**src/rtl/pwm_pkg.sv**
```systemverilog
// ============================================================================
// Module : pwm_pkg
// Brief  : Shared types and index helpers for the multi-channel PWM.
// Rev    : 1.0 - initial release
// ============================================================================
`default_nettype none

package pwm_pkg;

    typedef enum logic {
        PWM_EDGE   = 1'b0,
        PWM_CENTER = 1'b1
    } pwm_mode_e;

    function automatic int unsigned cnt_max(input int unsigned width);
        return (32'd1 << width) - 32'd1;
    endfunction

    // Each channel's duty code is WIDTH+1 bits so that 2^WIDTH can mean 100 %.
    function automatic int unsigned duty_slice(input int unsigned c, input int unsigned width);
        return c * (width + 32'd1);
    endfunction

endpackage

`default_nettype wire

```
**src/rtl/pwm_if.sv**
```systemverilog
// ============================================================================
// Module : pwm_if
// Brief  : Configuration and output bundle between the register wrapper and
//          the PWM core.
// Rev    : 1.0 - initial release
// ============================================================================
`default_nettype none

interface pwm_if #(
    parameter int WIDTH    = 8,
    parameter int CHANNELS = 4,
    parameter int PSC_W    = 32
);
    logic                              en_i;
    logic [PSC_W-1:0]                  psc_i;
    logic                              center_i;
    logic [CHANNELS*(WIDTH+1)-1:0]     duty_i;
    logic                              duty_we_i;
    logic [CHANNELS-1:0]               pwm_o;
    logic                              period_o;

    modport master (
        output en_i, psc_i, center_i, duty_i, duty_we_i,
        input  pwm_o, period_o
    );

    modport slave (
        input  en_i, psc_i, center_i, duty_i, duty_we_i,
        output pwm_o, period_o
    );
endinterface

`default_nettype wire

```
**src/rtl/pwm_prescaler.sv**
```systemverilog
// ============================================================================
// Module : pwm_prescaler
// Brief  : Divides clk by psc_i+1 into a single-cycle tick; frozen while idle.
// Rev    : 1.0 - initial release
// ============================================================================
`default_nettype none

module pwm_prescaler #(
    parameter int PSC_W = 32
) (
    input  wire logic             clk,
    input  wire logic             rst_i,
    input  wire logic             en_i,
    input  wire logic [PSC_W-1:0] psc_i,
    output logic                  tick_o
);

    logic [PSC_W-1:0] q;

    // >= rather than == so a divisor lowered below q wraps at once.
    assign tick_o = en_i && (q >= psc_i);

    always_ff @(posedge clk) begin
        if (rst_i) begin
            q <= '0;
        end else if (en_i) begin
            q <= tick_o ? '0 : q + 1'b1;
        end
    end

endmodule

`default_nettype wire

```
**src/rtl/pwm_multi.sv**
```systemverilog
// ============================================================================
// Module : pwm_multi
// Brief  : Multi-channel PWM with shared prescaler/counter, edge or center
//          alignment and shadow-buffered duty/mode registers.
// Rev    : 1.0 - initial release
// ============================================================================
`default_nettype none

module pwm_multi
    import pwm_pkg::*;
#(
    parameter int WIDTH    = 8,
    parameter int CHANNELS = 4,
    parameter int PSC_W    = 32
) (
    input  wire logic clk,
    input  wire logic rst_i,
    pwm_if.slave      bus
);

    localparam int unsigned      MAX_I    = cnt_max(WIDTH);
    localparam logic [WIDTH-1:0] MAX      = MAX_I[WIDTH-1:0];
    localparam logic [0:0]       DIR_UP   = 1'b0;
    localparam logic [0:0]       DIR_DOWN = 1'b1;

    logic                tick;
    logic [WIDTH-1:0]    cnt;
    logic [WIDTH-1:0]    cnt_next;
    logic [0:0]          dir;
    logic [0:0]          dir_next;
    logic                boundary;
    logic                load_active;
    pwm_mode_e           pend_mode;
    pwm_mode_e           act_mode;
    logic                period_q;
    logic [CHANNELS-1:0] pwm_vec;

    pwm_prescaler #(
        .PSC_W (PSC_W)
    ) u_prescaler (
        .clk    (clk),
        .rst_i  (rst_i),
        .en_i   (bus.en_i),
        .psc_i  (bus.psc_i),
        .tick_o (tick)
    );

    always_comb begin
        cnt_next = cnt;
        dir_next = dir;
        if (act_mode == PWM_EDGE) begin
            cnt_next = cnt + 1'b1;
            dir_next = DIR_UP;
        end else if (dir == DIR_UP) begin
            if (cnt == MAX) begin
                cnt_next = cnt - 1'b1;
                dir_next = DIR_DOWN;
            end else begin
                cnt_next = cnt + 1'b1;
            end
        end else begin
            cnt_next = cnt - 1'b1;
        end
        // Every period restarts rising, which also covers a mode switch.
        if (cnt_next == '0) begin
            dir_next = DIR_UP;
        end
    end

    assign boundary    = tick && (cnt_next == '0);
    assign load_active = boundary || !bus.en_i;

    always_ff @(posedge clk) begin
        if (rst_i) begin
            cnt       <= '0;
            dir       <= DIR_UP;
            pend_mode <= PWM_EDGE;
            act_mode  <= PWM_EDGE;
            period_q  <= 1'b0;
        end else begin
            if (tick) begin
                cnt <= cnt_next;
                dir <= dir_next;
            end
            if (bus.duty_we_i) begin
                pend_mode <= bus.center_i ? PWM_CENTER : PWM_EDGE;
            end
            if (load_active) begin
                act_mode <= pend_mode;
            end
            period_q <= boundary;
        end
    end

    for (genvar c = 0; c < CHANNELS; c++) begin : g_chan
        localparam int unsigned LSB = duty_slice(c, WIDTH);

        logic [WIDTH:0] pend_duty;
        logic [WIDTH:0] act_duty;
        logic           pwm_q;

        always_ff @(posedge clk) begin
            if (rst_i) begin
                pend_duty <= '0;
                act_duty  <= '0;
                pwm_q     <= 1'b0;
            end else begin
                if (bus.duty_we_i) begin
                    pend_duty <= bus.duty_i[LSB +: WIDTH+1];
                end
                if (load_active) begin
                    act_duty <= pend_duty;
                end
                pwm_q <= bus.en_i && ({1'b0, cnt} < act_duty);
            end
        end

        assign pwm_vec[c] = pwm_q;
    end

    assign bus.pwm_o    = pwm_vec;
    assign bus.period_o = period_q;

endmodule

`default_nettype wire
```
**src/flat_wrapper.sv**
```systemverilog
// flat-port wrapper written by rule: the top's interface ports become plain ports
module pwm_multi_flat import pwm_pkg::*;
#(
    parameter int WIDTH    = 8,
    parameter int CHANNELS = 4,
    parameter int PSC_W    = 32
)
  (clk, rst_i, bus_en_i, bus_psc_i, bus_center_i, bus_duty_i, bus_duty_we_i, bus_pwm_o, bus_period_o);
  pwm_if #(.WIDTH(WIDTH), .CHANNELS(CHANNELS), .PSC_W(PSC_W)) bus_i ();
  input  wire logic clk;
  input  wire logic rst_i;
  input wire logic [$bits(bus_i.en_i)-1:0] bus_en_i;
  input wire logic [$bits(bus_i.psc_i)-1:0] bus_psc_i;
  input wire logic [$bits(bus_i.center_i)-1:0] bus_center_i;
  input wire logic [$bits(bus_i.duty_i)-1:0] bus_duty_i;
  input wire logic [$bits(bus_i.duty_we_i)-1:0] bus_duty_we_i;
  output wire logic [$bits(bus_i.pwm_o)-1:0] bus_pwm_o;
  output wire logic [$bits(bus_i.period_o)-1:0] bus_period_o;
  assign bus_i.en_i = bus_en_i;
  assign bus_i.psc_i = bus_psc_i;
  assign bus_i.center_i = bus_center_i;
  assign bus_i.duty_i = bus_duty_i;
  assign bus_i.duty_we_i = bus_duty_we_i;
  assign bus_pwm_o = bus_i.pwm_o;
  assign bus_period_o = bus_i.period_o;
  pwm_multi #(.WIDTH(WIDTH), .CHANNELS(CHANNELS), .PSC_W(PSC_W)) u_core (.clk(clk), .rst_i(rst_i), .bus(bus_i));
endmodule
```
**config.mk**
```make
export PLATFORM = sky130hd
export DESIGN_NAME = pwm_multi_flat
export DESIGN_NICKNAME = d
export VERILOG_FILES = /design/src/rtl/pwm_pkg.sv /design/src/rtl/pwm_if.sv /design/src/rtl/pwm_prescaler.sv /design/src/rtl/pwm_multi.sv /design/src/flat_wrapper.sv
export SDC_FILE = /design/constraint.sdc
export NUM_CORES = 1
export LEC_CHECK = 0
export ABC_AREA = 1
export ABC_CLOCK_PERIOD_IN_PS = 2570
export CELL_PAD_IN_SITES_DETAIL_PLACEMENT = 1
export CELL_PAD_IN_SITES_GLOBAL_PLACEMENT = 2
export CORE_AREA = 2 2 150 152
export CTS_BUF_LIST = sky130_fd_sc_hd__clkbuf_8 sky130_fd_sc_hd__clkbuf_16
export CTS_CLUSTER_SIZE = 14
export DETAILED_ROUTE_END_ITERATION = 8
export DIE_AREA = 0 0 152 154
export GPL_TIMING_DRIVEN = 0
export PLACE_DENSITY_LB_ADDON = 0.3
export SYNTH_ARGS = -nofsm -noshare
export SYNTH_HDL_FRONTEND = slang
export SYNTH_SLANG_ARGS = --single-unit
```
**constraint.sdc**
```tcl
create_clock -name clk -period 2.57 [get_ports clk]
set_input_delay 0.514 -clock clk [delete_from_list [all_inputs] [get_ports clk]]
set_output_delay 0.514 -clock clk [all_outputs]
set_load 0.005 [all_outputs]
```
**Word level (Yosys, flattened, before mapping)**

Index checks and enable logic that the tools add are counted.
Widths: inputs -> output; s select.

- Word-level logic and storage cells: 45
- Bits in registers: 120

- Reduce and logical (&&, ||, !) cells: 9
- Add/subtract/negate cells: 3
- Eq/ne operators: 1
- Muxes and demuxes: 9
- Magnitude comparators: 5

Operators by type and width:

| cell | count |
|---|---|
| $lt 8x9->1 | 4 |
| $add 32x1->32 const B | 1 |
| $ge 32x32->1 | 1 |
| $mux 32 | 1 |
| $mux 8 | 3 |
| $add 8x1->8 const B | 1 |
| $eq 8x8->1 const B | 1 |
| $logic_not 8->1 | 1 |
| $sub 8x1->8 const B | 1 |
| $logic_and 1x1->1 | 6 |
| $mux 1 | 5 |
| $logic_not 1->1 | 1 |
| $logic_or 1x1->1 | 1 |

**Depth between registers and ports, before layout**

Gate-level depths: netlist of run 1.

- Word-level depth: 7
- Gate-level depth with buffers: 20
- Depth with buffers taken out: 19

**By module**

From an unflattened synthesis of run 1, not the netlist that was laid out.

- Cell total of the unflattened synthesis: 1000
- Area total of the unflattened synthesis: 7098.1 um^2

By module, submodules not included:

| module | cells an instance | instances | seq. area each (um^2) | area an instance (um^2) |
|---|---|---|---|---|
| pwm_multi | 637 | 1 | 1761.7 | 4590.7 |
| pwm_prescaler | 363 | 1 | 640.6 | 2507.4 |

**Worst setup path after synthesis of run 1**

No wires, ideal clock.

- Kind: input -> register
- Start point: in bus_psc_i[31]
- End point: reg u_core.g_chan[2].act_duty[6]
- Library setup time: 0.064 ns
- Data required time: 2.506 ns
- Stages: 15
- Path buffers: 1
- Slack: 0.348 ns
- Arrival time: 2.158 ns
- Path through: inv_1 -> ha_1 -> nand2_1 -> nor2_1 -> nand2_1 -> nor2_1 -> nand4_1 -> nand3_1 -> nand2_1 -> inv_1 -> nand2_4 -> buf_6 -> nand3_2 -> nand2_1 -> nor2_1

- Longest elaborated chain between the ends: 4

RTL lines:

| what | line | RTL |
|---|---|---|
| start: declaration | flat_wrapper.sv:13 | `input wire logic [$bits(bus_i.psc_i)-1:0] bus_psc_i;` |
| $ge 32x32->1 | pwm_prescaler.sv:21 | `assign tick_o = en_i && (q >= psc_i);` |
| $logic_and 1x1->1 | pwm_prescaler.sv:21 |  |
| $logic_and 1x1->1 | pwm_multi.sv:70 | `assign boundary = tick && (cnt_next == '0);` |
| $logic_or 1x1->1 | pwm_multi.sv:71 | `assign load_active = boundary \|\| !bus.en_i;` |
| end signal: assignment | pwm_multi.sv:112 | `act_duty <= pend_duty;` |
| end: declaration | pwm_multi.sv:99 | `logic [WIDTH:0] act_duty;` |

No other way between the ends.
A chain may end at the register's enable or synchronous reset.

**Final worst setup path of run 1**

- Start point: in bus_en_i
- End point: reg u_core.g_chan[0].pwm_q

- Longest elaborated chain between the ends: 1

RTL lines:

| what | line | RTL |
|---|---|---|
| start: declaration | flat_wrapper.sv:12 | `input wire logic [$bits(bus_i.en_i)-1:0] bus_en_i;` |
| $logic_and 1x1->1 | pwm_multi.sv:114 | `pwm_q <= bus.en_i && ({1'b0, cnt} < act_duty);` |
| end signal: assignment | pwm_multi.sv:114 |  |
| end: declaration | pwm_multi.sv:100 | `logic pwm_q;` |

No other way between the ends.

==> impl_results.md, run 1 <==
* DRC viols at 0
* Worst vdd ir at 0.439 mV
* FILL cells at 2,732
* Layout cell share with drive strength beyond 1 at 11.8%
* Die area at 23,400 sq um
* Die Width at 152 um
* Synth Warn # at 0
* Flops & latches, synth at 120
* GRT Overall Usage at 17.5%
* Tcrit/Tclk final at 95.2%
* Crit path DAT at 2.70 ns
* CTS root buf: clkbuf_16
* Drt total wl at 19,900 um
* GP Congestion at 0.808
* Max-slew violation count at 0
* Final Power at 0.00480 W
* Worst Path Max Fanout at 10
* GR Overflow Total at 0
* Clock Sinks at 120
* CTS Buf Count at 17
* # diodes at 0
* Area Overhead vs Synth at 29.2%
* Fin crit period at 2.45 ns
* Effective utilization at floorplan at 31.6%
* Vias per cell at 4.65
* Clk slew on worst S/H paths at 0.06 ns
* Core area at 21,700 sq um
* Placed Area at 7960 sq um
* Syn Inst Count at 972
* Pleak at 4.00 nW
* First-pass GRT wire length at 32,700 um
* Number of global-route vias before repair at 6,547
* Ys async rst share at 0%
* RSZ-0062 raised after global routing: true
* Placed cells at 1,328
* Synthesized area at 6850 sq um
* 1st-iter DRT viols at 168
* Worst Max-Slew Pin Slew at 0.749 ns
* Htree depth at 4
* Rows at 54
* Clock Path Buffers at 2
* Worst hold path class: reg -> reg
* PortBufs at 76
* Worst setup SP type: primary input
* Endpoint class of the critical path: register
* Routed length per instance at 14.5 um
* Yosys cell types at 34
* Vias at 6,368
* Net count, final at 1,214
* TritonCTS clock tree: built
* Worst EP required at 2.82 ns
* Final HPWL DP at 14,800 um
* Antenna Nets Post-Route at 0
* DRT Pass-1 Iters at 5
* Max Cap Viol at 0
* Clk_lat worst skew at 0.43 ns
* Nets in the synthesized netlist at 1,108
* Sequential fraction of the synthesis area at 35.1%
* Design Area, Final at 8850 sq um
* Initial antenna violation count at 0
* IO Pins at 78
* Normalized max-slew margin at 50.1%
* Outcome: completed
* Final Hold Fails at 0
* Kind of critical path: in -> reg
* Max Freq at 409 MHz
* Hold WS at 0.481 ns
* Syn_area_per_cell at 7.04 sq um
* Top_reg_cell synth: dfxtp_1
* Post-synth EDFFs at 0
* Die Y-Extent at 154 um
* Finished Layout Cells at 1,370
* Layout Skew at 0.0164 ns
* # setup viols final at 0
* Largest net degree at the start of global routing at 17
* Pwr per Cell Area at 542 nW/um^2
-- through the flow --
| stage | setup WS (ns) | TNS (ns) | utilization (%) |
|---|---|---|---|
| after detailed placement | -0.905 | -61.40 | 36.7 |
| after global routing | -0.0255 | -0.0878 | 40.8 |
| after floorplan | 0.348 | 0 | - |
| after CTS | 0.00422 | 0 | 39.5 |
| final | 0.123 | 0 | 40.8 |
| after global placement | -0.877 | -59.30 | 36.7 |
-- synthesized netlist by cell type, types with 11 or more instances --
| cell type | number | share of area, % |
|---|---|---|
| nor2_1 | 221 | 12 |
| nand2_1 | 166 | 9.1 |
| dfxtp_1 | 120 | 35 |
| inv_1 | 114 | 6.2 |
| ha_1 | 63 | 12 |
| o21ai_0 | 54 | 3.9 |
| nand3_1 | 41 | 3.0 |
| a21oi_1 | 40 | 2.9 |
| nand3_2 | 20 | 2.9 |
| clkbuf_1 | 18 | 0.99 |
| nor3_1 | 16 | 1.2 |
| xor2_1 | 14 | 1.8 |
| nand4_1 | 11 | 1.0 |
-- critical path, cell delays in order --
cell	delay, ns
clkdlybuf4s50_1	0.53
clkbuf_1	0.59
nand2_1	0.34
a2111oi_1	0.72
-- where the power goes --
part	total, W	switching (W)	internal (W)
Clock	0.00231	0.000855	0.00145
Sequential	0.00198	0.0000383	0.00194
Combinational	0.000510	0.000270	0.000240
Total	0.00480	0.00116	0.00363
-- cell usage in the layout (no fill, tap or decap), types with 5 or more instances in the layout --
cell / n
nor2_1: 214
nand2_1: 161
inv_1: 116
dfxtp_1: 112
clkdlybuf4s50_1: 76
ha_1: 58
o21ai_0: 54
a21oi_1: 39
nand3_1: 36
nand3_2: 24
buf_4: 19
clkbuf_16: 18
nor3_1: 15
clkbuf_1: 14
xor2_1: 14
nand4_1: 11
xnor2_1: 8
nand2_2: 7
nor4_1: 6
a211oi_1: 6
nor2_2: 5
dfxtp_4: 5
-- flip-flops by register name (all words and copies together), names as in the netlist --
register,flops
u_core.bus.period_o,1
u_core.u_prescaler.q,32
u_core.cnt,8
u_core.dir,1
u_core.g_chan.pwm_q,4
u_core.g_chan.pend_duty,36
u_core.act_mode,1
u_core.g_chan.act_duty,36
u_core.pend_mode,1
-- area by class of cell --
class	instances	area [sq um]	area share (%)
flip-flops and latches	120	2420	27.4
clock buffers	19	453	5.12
clock inverters	12	111	1.26
multi-input cells	697	3970	44.9
inverters	117	442	4.99
repair buffers	87	865	9.77
well taps	280	350	3.96
plain buffers	38	229	2.59
-- repair_timing --
item | 4_1_cts | 5_1_grt
resized for setup | 21 | 46
buffers inserted | 1 | 9
cloned | 0 | 2
hold buffers | 0 | 0
setup endpoints to repair | 79 | 75
pin swaps | 1 | 10
-- worst paths after layout --
| check | slack [ns] | cells past startpoint | endpoint | from |
|---|---|---|---|---|
| worst max-delay path | 0.12 | 4 | u_core.g_chan[0].pwm_q | bus_en_i |
| worst min-delay path | 0.48 | 2 | u_core.g_chan[3].act_duty[6] | u_core.g_chan[3].pend_duty[6] |
| worst max register to register | 0.14 | 15 | u_core.g_chan[1].act_duty[5] | u_core.cnt[4] |
| worst min register to register | 0.48 | 2 | u_core.g_chan[3].act_duty[6] | u_core.g_chan[3].pend_duty[6] |
-- cell families (layout without fill, tap and decap cells) --
kind of cell,Yosys count,after routing,share of synthesized area (%)
adder cells (fa/ha/maj),63,63,11.5
buffers and inverters,156,273,9.50
flip-flops,120,120,35.1
XOR/XNOR,22,22,2.81
AND/OR/NAND/NOR,497,497,31.8
AO/OA/AOI/OAI,114,115,9.27
-- routing by layer --
| metal | track usage [%] | vias to the layer above | wire, um |
|---|---|---|---|
| met5 | 0 | - | 0 |
| met4 | 4.67 | 0 | 187 |
| met3 | 4.11 | 14 | 558 |
| met2 | 29.6 | 71 | 9320 |
| met1 | 22.3 | 2950 | 9800 |
| li1 | - | 3333 | - |
No activity file was read; power rests on OpenSTA's default activity.
==> run 2: changes to the inputs <==
--- a/config.mk
+++ b/config.mk
@@ -9,11 +9,11 @@
 export ABC_CLOCK_PERIOD_IN_PS = 2570
 export CELL_PAD_IN_SITES_DETAIL_PLACEMENT = 1
 export CELL_PAD_IN_SITES_GLOBAL_PLACEMENT = 2
-export CORE_AREA = 2 2 150 152
+export CORE_AREA = 2 2 123 185
 export CTS_BUF_LIST = sky130_fd_sc_hd__clkbuf_8 sky130_fd_sc_hd__clkbuf_16
 export CTS_CLUSTER_SIZE = 14
 export DETAILED_ROUTE_END_ITERATION = 8
-export DIE_AREA = 0 0 152 154
+export DIE_AREA = 0 0 125 187
 export GPL_TIMING_DRIVEN = 0
 export PLACE_DENSITY_LB_ADDON = 0.3
 export SYNTH_ARGS = -nofsm -noshare
==> run 2 against run 1 <==
Net effect: clock power is 12% higher; cell area is 1.3% higher; global-route usage is 0.31 points higher; total power is 5.6% higher; first-iteration DRC count is 7.7% lower; critical endpoint is now u_core.g_chan[1].act_duty[0]; largest cell class unchanged.
==> impl_results.md, run 2 (synthesis gave the netlist of run 1 again) <==
* Outcome: completed
* Vias at 6,489 (+1.9%)
* DRT Pass-1 Iters at 4 (-1)
* GP Congestion at 0.803 (-0.58%)
* 1st-iter DRT viols at 155 (-7.7%)
* Htree depth at 4 (unchanged)
* Layout Skew at 0.00685 ns (-0.00959 ns)
* PortBufs at 76 (unchanged)
* RSZ-0062 raised after global routing: true
* Pwr per Cell Area at 565 nW/um^2 (+4.2%)
* Worst hold path class: reg -> reg
* Switch share at 23.1% (-1.1 points)
* P_int at 0.00389 W (+7.2%)
* GR Overflow Total at 0 (unchanged)
* Die Width at 125 um (-18%)
* Pleak at 4.08 nW (+2.1%)
* Layout cell share with drive strength beyond 1 at 12.5% (+0.67 points)
* Tcrit/Tclk final at 95.3% (about the same)
* Largest net degree at the start of global routing at 17 (unchanged)
* Die area at 23,400 sq um (-0.14%)
* Die Y-Extent at 187 um (+21%)
* TritonCTS clock tree: built
* Endpoint class of the critical path: register
* Crit path DAT at 2.81 ns (+0.11 ns)
* Initial antenna violation count at 0 (unchanged)
* IO Pins at 78 (unchanged)
* Number of global-route vias before repair at 6,757 (+3.2%)
* CTS root buf: clkbuf_16
* # diodes at 0 (unchanged)
* Max-slew violation count at 0 (unchanged)
* Routed length per instance at 14.9 um (+2.9%)
* Most frequent cells in the layout: 214 x nor2_1, 161 x nand2_1, 113 x inv_1, 112 x dfxtp_1, 75 x clkdlybuf4s50_1
* Core area at 22,000 sq um (+1.3%)
* Flop pwr share at 39.1% (-2.2 points)
* Clk slew on worst S/H paths at 0.05 ns (about the same)
* CTS Buf Count at 17 (unchanged)
* Pre-CTS setup slack at -1.11 ns (-0.206 ns)
* Clk_lat worst skew at 0.42 ns (about the same)
* Drt total wl at 20,500 um (+3.0%)
* Clock Sinks at 120 (unchanged)
* Combinational group share of total power at 10.1% (-0.5 points)
* Final Power at 0.00507 W (+5.6%)
* Max Freq at 408 MHz (about the same)
* Worst Path Max Fanout at 6 (-4)
* Biggest regs: u_core.g_chan.act_duty: 36 flops, u_core.g_chan.pend_duty: 36 flops, u_core.u_prescaler.q: 32 flops
* First-pass GRT wire length at 33,000 um (+0.80%)
* Clk pwr share at 50.9% (+2.8 points)
* Kind of critical path: in -> reg
* Effective utilization at floorplan at 31.2% (-0.40 points)
* Net count, final at 1,220 (+0.49%)
* Vias per cell at 4.73 (+1.8%)
* DRC viols at 0 (unchanged)
* Area Overhead vs Synth at 30.9%
* Normalized max-slew margin at 53.7% (+3.6 points)
* Rows at 67 (+24%)
* GRT Overall Usage at 17.8% (+0.31 points)
* Max Cap Viol at 0 (unchanged)
* Worst vdd ir at 0.394 mV (-10%)
* Fin crit period at 2.45 ns (+0.00169 ns)
* Clock Path Buffers at 2 (unchanged)
* Setup ws final at 0.121 ns (-0.00169 ns)
* Worst Max-Slew Pin Slew at 0.677 ns (-0.0716 ns)
* Antenna Nets Post-Route at 0 (unchanged)
* NetSw at 0.00117 W (+0.79%)
* # setup viols final at 0 (unchanged)
* Worst EP required at 2.93 ns (+0.11 ns)
* Commonest non-fill, non-tap cell in the layout: nor2_1
* Worst setup SP type: primary input
* Final HPWL DP at 15,500 um (+4.8%)
* Final Hold Fails at 0 (unchanged)
run 2: final cells by class:
type	count	area [sq um]
timing repair buffer	93	937
tap	276	345
fill	2752	13000
buffer	38	240
sequential	120	2420
multi-input combinational	697	3950
clock buffer	21	480
clock inverter	10	150
inverter	117	444
run 2: final timing paths:
kind	from	endpoint	slack, ns	cells past startpoint
worst min-delay path	u_core.g_chan[2].pend_duty[6]	u_core.g_chan[2].act_duty[6]	0.48	2
worst max register to register	u_core.cnt[0]	u_core.g_chan[1].act_duty[2]	0.16	16
worst max-delay path	bus_psc_i[29]	u_core.g_chan[1].act_duty[0]	0.12	14
worst min register to register	u_core.g_chan[2].pend_duty[6]	u_core.g_chan[2].act_duty[6]	0.48	2
run 2: power groups by stage:
stage	clock (W)	combinational, W	sequential (W)
finish	0.00258	0.000510	0.00198
global route	0.00272	0.000592	0.00199
CTS	0.00264	0.000509	0.00198
detailed placement	0	0.000499	0.00202
global placement	0	0.000491	0.00202
floorplan	0	0.000290	0.00201
run 2: worst max-delay path, stage by stage:
cell             delay (ns)
clkdlybuf4s50_1        0.46
inv_1                  0.04
ha_1                   0.30
a21oi_1                0.16
o21a_1                 0.16
nand2_1                0.09
a21oi_4                0.19
nand3_4                0.13
buf_4                  0.16
a21oi_4                0.15
buf_12                 0.14
clkbuf_4               0.16
nor2_1                 0.05
nor2_1                 0.09
run 2: what timing repair did:
item / CTS / global route
pin swaps: 1 / 10
resized for setup: 22 / 47
endpoints found under the setup margin: 79 / 72
hold buffers: 0 / 0
setup buffers: 2 / 12
gates cloned: 0 / 4
run 2: layer usage:
| layer | track usage (%) | vias to the layer above | wire [um] |
|---|---|---|---|
| met2 | 35.7 | 94 | 11600 |
| li1 | - | 3330 | - |
| met3 | 2.80 | 30 | 502 |
| met4 | 6.50 | 0 | 441 |
| met5 | 0 | - | 0 |
| met1 | 18.0 | 3035 | 7920 |
run 2: metrics by stage:
step | utilization (%) | cell area, sq um | setup TNS (ns) | hold slack [ns] | instances
global placement | 36.2 | 7950 | -70.44 | 0.457 | 1324
detailed placement | 36.2 | 7950 | -70.49 | 0.470 | 1324
global route | 40.8 | 8960 | -0.248 | 0.508 | 1372
floorplan | - | 6850 | 0 | 0.449 | 972
finish | 40.8 | 8960 | 0 | 0.479 | 1372
CTS | 39.4 | 8660 | -0.0184 | 0.484 | 1357
==> run 3: changes to the inputs <==
--- a/config.mk
+++ b/config.mk
@@ -6,7 +6,7 @@
 export NUM_CORES = 1
 export LEC_CHECK = 0
 export ABC_AREA = 1
-export ABC_CLOCK_PERIOD_IN_PS = 2570
+export ABC_CLOCK_PERIOD_IN_PS = 2600
 export CELL_PAD_IN_SITES_DETAIL_PLACEMENT = 1
 export CELL_PAD_IN_SITES_GLOBAL_PLACEMENT = 2
 export CORE_AREA = 2 2 123 185
==> constraint.sdc (replaced) <==
create_clock -name clk -period 2.6 [get_ports clk]
set_input_delay 0.52 -clock clk [delete_from_list [all_inputs] [get_ports clk]]
set_output_delay 0.52 -clock clk [all_outputs]
set_load 0.005 [all_outputs]
==> run 3 against run 2 <==
Net effect: global-route usage unchanged; clock power is 2% lower; core utilization fell by 0.051 points; cell count about the same; flip-flop and latch count is the same; clock skew about the same; setup slack got worse by 0.0065 ns; critical path depth is the same; sequential power hardly changed; routed wire length down 0.13%; hold slack hardly changed; die area unchanged; largest power group unchanged.
==> impl_results.md, run 3 (synthesis gave the netlist of run 1 again) <==
* Outcome: completed
* Kind of critical path: in -> reg
* Fin crit period at 2.49 ns
* Vias at 6,484 (-0.077%)
* Routing usage on met1 at 18.1% (+0.053 points)
* Pwr per Cell Area at 558 nW/um^2 (-1.2%)
* Net count, final at 1,219 (-0.082%)
* Clk_lat worst skew at 0.42 ns (about the same)
* Worst R2R Setup Slack at 0.19 ns (+0.03 ns)
* Antenna Nets Post-Route at 0 (unchanged)
* NetSw at 0.00115 W (-1.8%)
* Die Y-Extent at 187 um (unchanged)
* GRT Overall Usage at 17.8% (unchanged)
* DRT Pass-1 Iters at 4 (unchanged)
* Worst R2R Start: u_core.cnt[0]
* Endpoint class of the critical path: register
* GR Overflow Total at 0 (unchanged)
* PortBufs at 76 (unchanged)
* Area Overhead vs Synth at 30.8%
* Clk slew on worst S/H paths at 0.05 ns (about the same)
* TritonCTS clock tree: built
* Max Freq at 402 MHz
* FF-to-FF End: u_core.g_chan[1].act_duty[2]
* Crit-path slowest cell: clkdlybuf4s50_1
* Combinational group share of total power at 10.0% (about the same)
* Hold Startpoint: u_core.g_chan[2].pend_duty[6]
* DRC viols at 0 (unchanged)
* Met3 usage at 2.80% (unchanged)
* # hold bufs at CTS at 0 (unchanged)
* Worst reg-to-reg path cell count at 16 (unchanged)
* # setup viols final at 0 (unchanged)
* Core area at 22,000 sq um (unchanged)
* Worst vdd ir at 0.389 mV (-1.4%)
* Pre-CTS setup slack at -1.09 ns (+0.0240 ns)
* # diodes at 0 (unchanged)
* Normalized max-slew margin at 53.6% (-0.084 points)
* Max-slew violation count at 0 (unchanged)
* Clock Sinks at 120 (unchanged)
* Setup ws final at 0.115 ns (-0.00648 ns)
* FILL cells at 2,753 (+0.036%)
* GP Congestion at 0.803 (unchanged)
* Layout cell share with drive strength beyond 1 at 11.9% (-0.63 points)
* Flop pwr share at 39.1% (about the same)
* Multi-input gate area at 3930 sq um (-0.32%)
* Die area at 23,400 sq um (unchanged)
* Largest net degree at the start of global routing at 17 (unchanged)
* Routed length per instance at 14.9 um (about the same)
* Worst setup SP type: primary input
* Initial antenna violation count at 0 (unchanged)
* Final Power at 0.00500 W (-1.3%)
* Switch share at 23.0% (-0.11 points)
* Effective utilization at floorplan at 31.2% (unchanged)
* Crit path DAT at 2.84 ns (+0.03 ns)
* Commonest non-fill, non-tap cell in the layout: nor2_1
* 1st-iter DRT viols at 158 (+1.9%)
* CTS Buf Count at 17 (unchanged)
* Worst EP required at 2.96 ns (+0.03 ns)
* Most frequent cells in the layout: 214 x nor2_1, 163 x nand2_1, 115 x inv_1, 112 x dfxtp_1, 76 x clkdlybuf4s50_1
* Tcrit/Tclk final at 95.6%
* Vias per cell at 4.73 (about the same)
* Hold depth at 2 (unchanged)
* Max Cap Viol at 0 (unchanged)
* Drt total wl at 20,400 um (-0.13%)
* P_int at 0.00385 W (-1.2%)
* Register area at 2420 sq um (unchanged)
* GR Util met2 at 35.7% (-0.063 points)
* Worst Path Max Fanout at 6 (unchanged)
* Htree depth at 4 (unchanged)
* Pleak at 4.07 nW (-0.30%)
* IO Pins at 78 (unchanged)
* Final Hold Fails at 0 (unchanged)
* Clock Path Buffers at 2 (unchanged)
* Layout Skew at 0.00652 ns (-0.000328 ns)
* Worst Max-Slew Pin Slew at 0.678 ns (+0.00122 ns)
* CTS root buf: clkbuf_16
* Crit-path cells: clkdlybuf4s50_1, inv_1, ha_1, a21oi_1, o21a_1, nand2_1, a21oi_4, nand3_4, buf_4, a21oi_4, buf_12, buf_2, nor2_1, nor2_1
* Biggest regs: u_core.g_chan.act_duty: 36 flops, u_core.g_chan.pend_duty: 36 flops, u_core.u_prescaler.q: 32 flops
* Worst hold path class: reg -> reg
* Die Width at 125 um (unchanged)
* Clk pwr share at 50.8% (about the same)
* Final HPWL DP at 15,500 um (unchanged)
* WHS Endpoint: u_core.g_chan[2].act_duty[6]
* Rows at 67 (unchanged)
* RSZ-0062 raised after global routing: true
* Max stage delay on crit path at 0.45 ns (about the same)
* First-pass GRT wire length at 33,000 um (about the same)
* Gr busiest metal: met2
* Number of global-route vias before repair at 6,750 (-0.10%)
==> run 3: layout make-up <==
cell class,instances,share of cell area (%)
multi-input cells,697,43.9
flip-flops and latches,120,27.1
repair buffers,92,10.5
clock buffers,21,5.37
inverters,117,4.96
well taps,276,3.86
plain buffers,38,2.70
clock inverters,10,1.68
==> run 3: how the worst max path moves through the flow <==
stage / slack (ns) / to / depth (start not counted) / start
4_1_cts: 0.01 / u_core.u_prescaler.q[24] / 11 / bus_en_i
3_3_place_gp: -1.08 / u_core.u_prescaler.q[8] / 13 / bus_psc_i[31]
6_report: 0.11 / u_core.g_chan[1].act_duty[0] / 14 / bus_psc_i[31]
2_1_floorplan: 0.37 / u_core.g_chan[2].act_duty[6] / 15 / bus_psc_i[31]
5_1_grt: -0.009 / u_core.g_chan[1].act_duty[8] / 14 / bus_psc_i[31]
3_5_place_dp: -1.09 / u_core.u_prescaler.q[8] / 13 / bus_psc_i[31]
==> run 3: repair_timing <==
action,CTS,global route
gates cloned,0,4
buffers inserted,2,11
setup endpoints to repair,79,71
pin swaps,1,9
gates resized for setup,20,40
==> run 3: stage by stage <==
| step | utilization [%] | setup TNS, ns | std cells | cell area [sq um] | hold WS, ns |
|---|---|---|---|---|---|
| floorplan | - | 0 | 972 | 6850 | 0.449 |
| global placement | 36.2 | -68.48 | 1324 | 7950 | 0.457 |
| detailed placement | 36.2 | -68.52 | 1324 | 7950 | 0.470 |
| CTS | 39.4 | 0 | 1357 | 8650 | 0.484 |
| global route | 40.8 | -0.0401 | 1371 | 8950 | 0.508 |
| finish | 40.8 | 0 | 1371 | 8950 | 0.480 |
==> run 3: routing by layer <==
metal	vias to the layer above	share of wire [%]
met1	3037	39
met3	29	2.3
met5	-	0
met4	0	2.2
met2	86	57
li1	3332	-
==> run 3: power by group through the flow <==
stage | clock, W | combinational (W) | sequential (W)
2_1_floorplan | 0 | 0.000287 | 0.00199
3_3_place_gp | 0 | 0.000485 | 0.00200
3_5_place_dp | 0 | 0.000494 | 0.00200
4_1_cts | 0.00261 | 0.000503 | 0.00196
5_1_grt | 0.00268 | 0.000582 | 0.00197
6_report | 0.00254 | 0.000502 | 0.00196
==> run 3: worst max-delay path, delay by kind of cell <==
family                     cells  cell delay (ns)
buffers and inverters          5             0.95
AOI/OAI and AO/OA              4             0.70
and+or+nand+nor                4             0.37
adders and majority gates      1             0.29
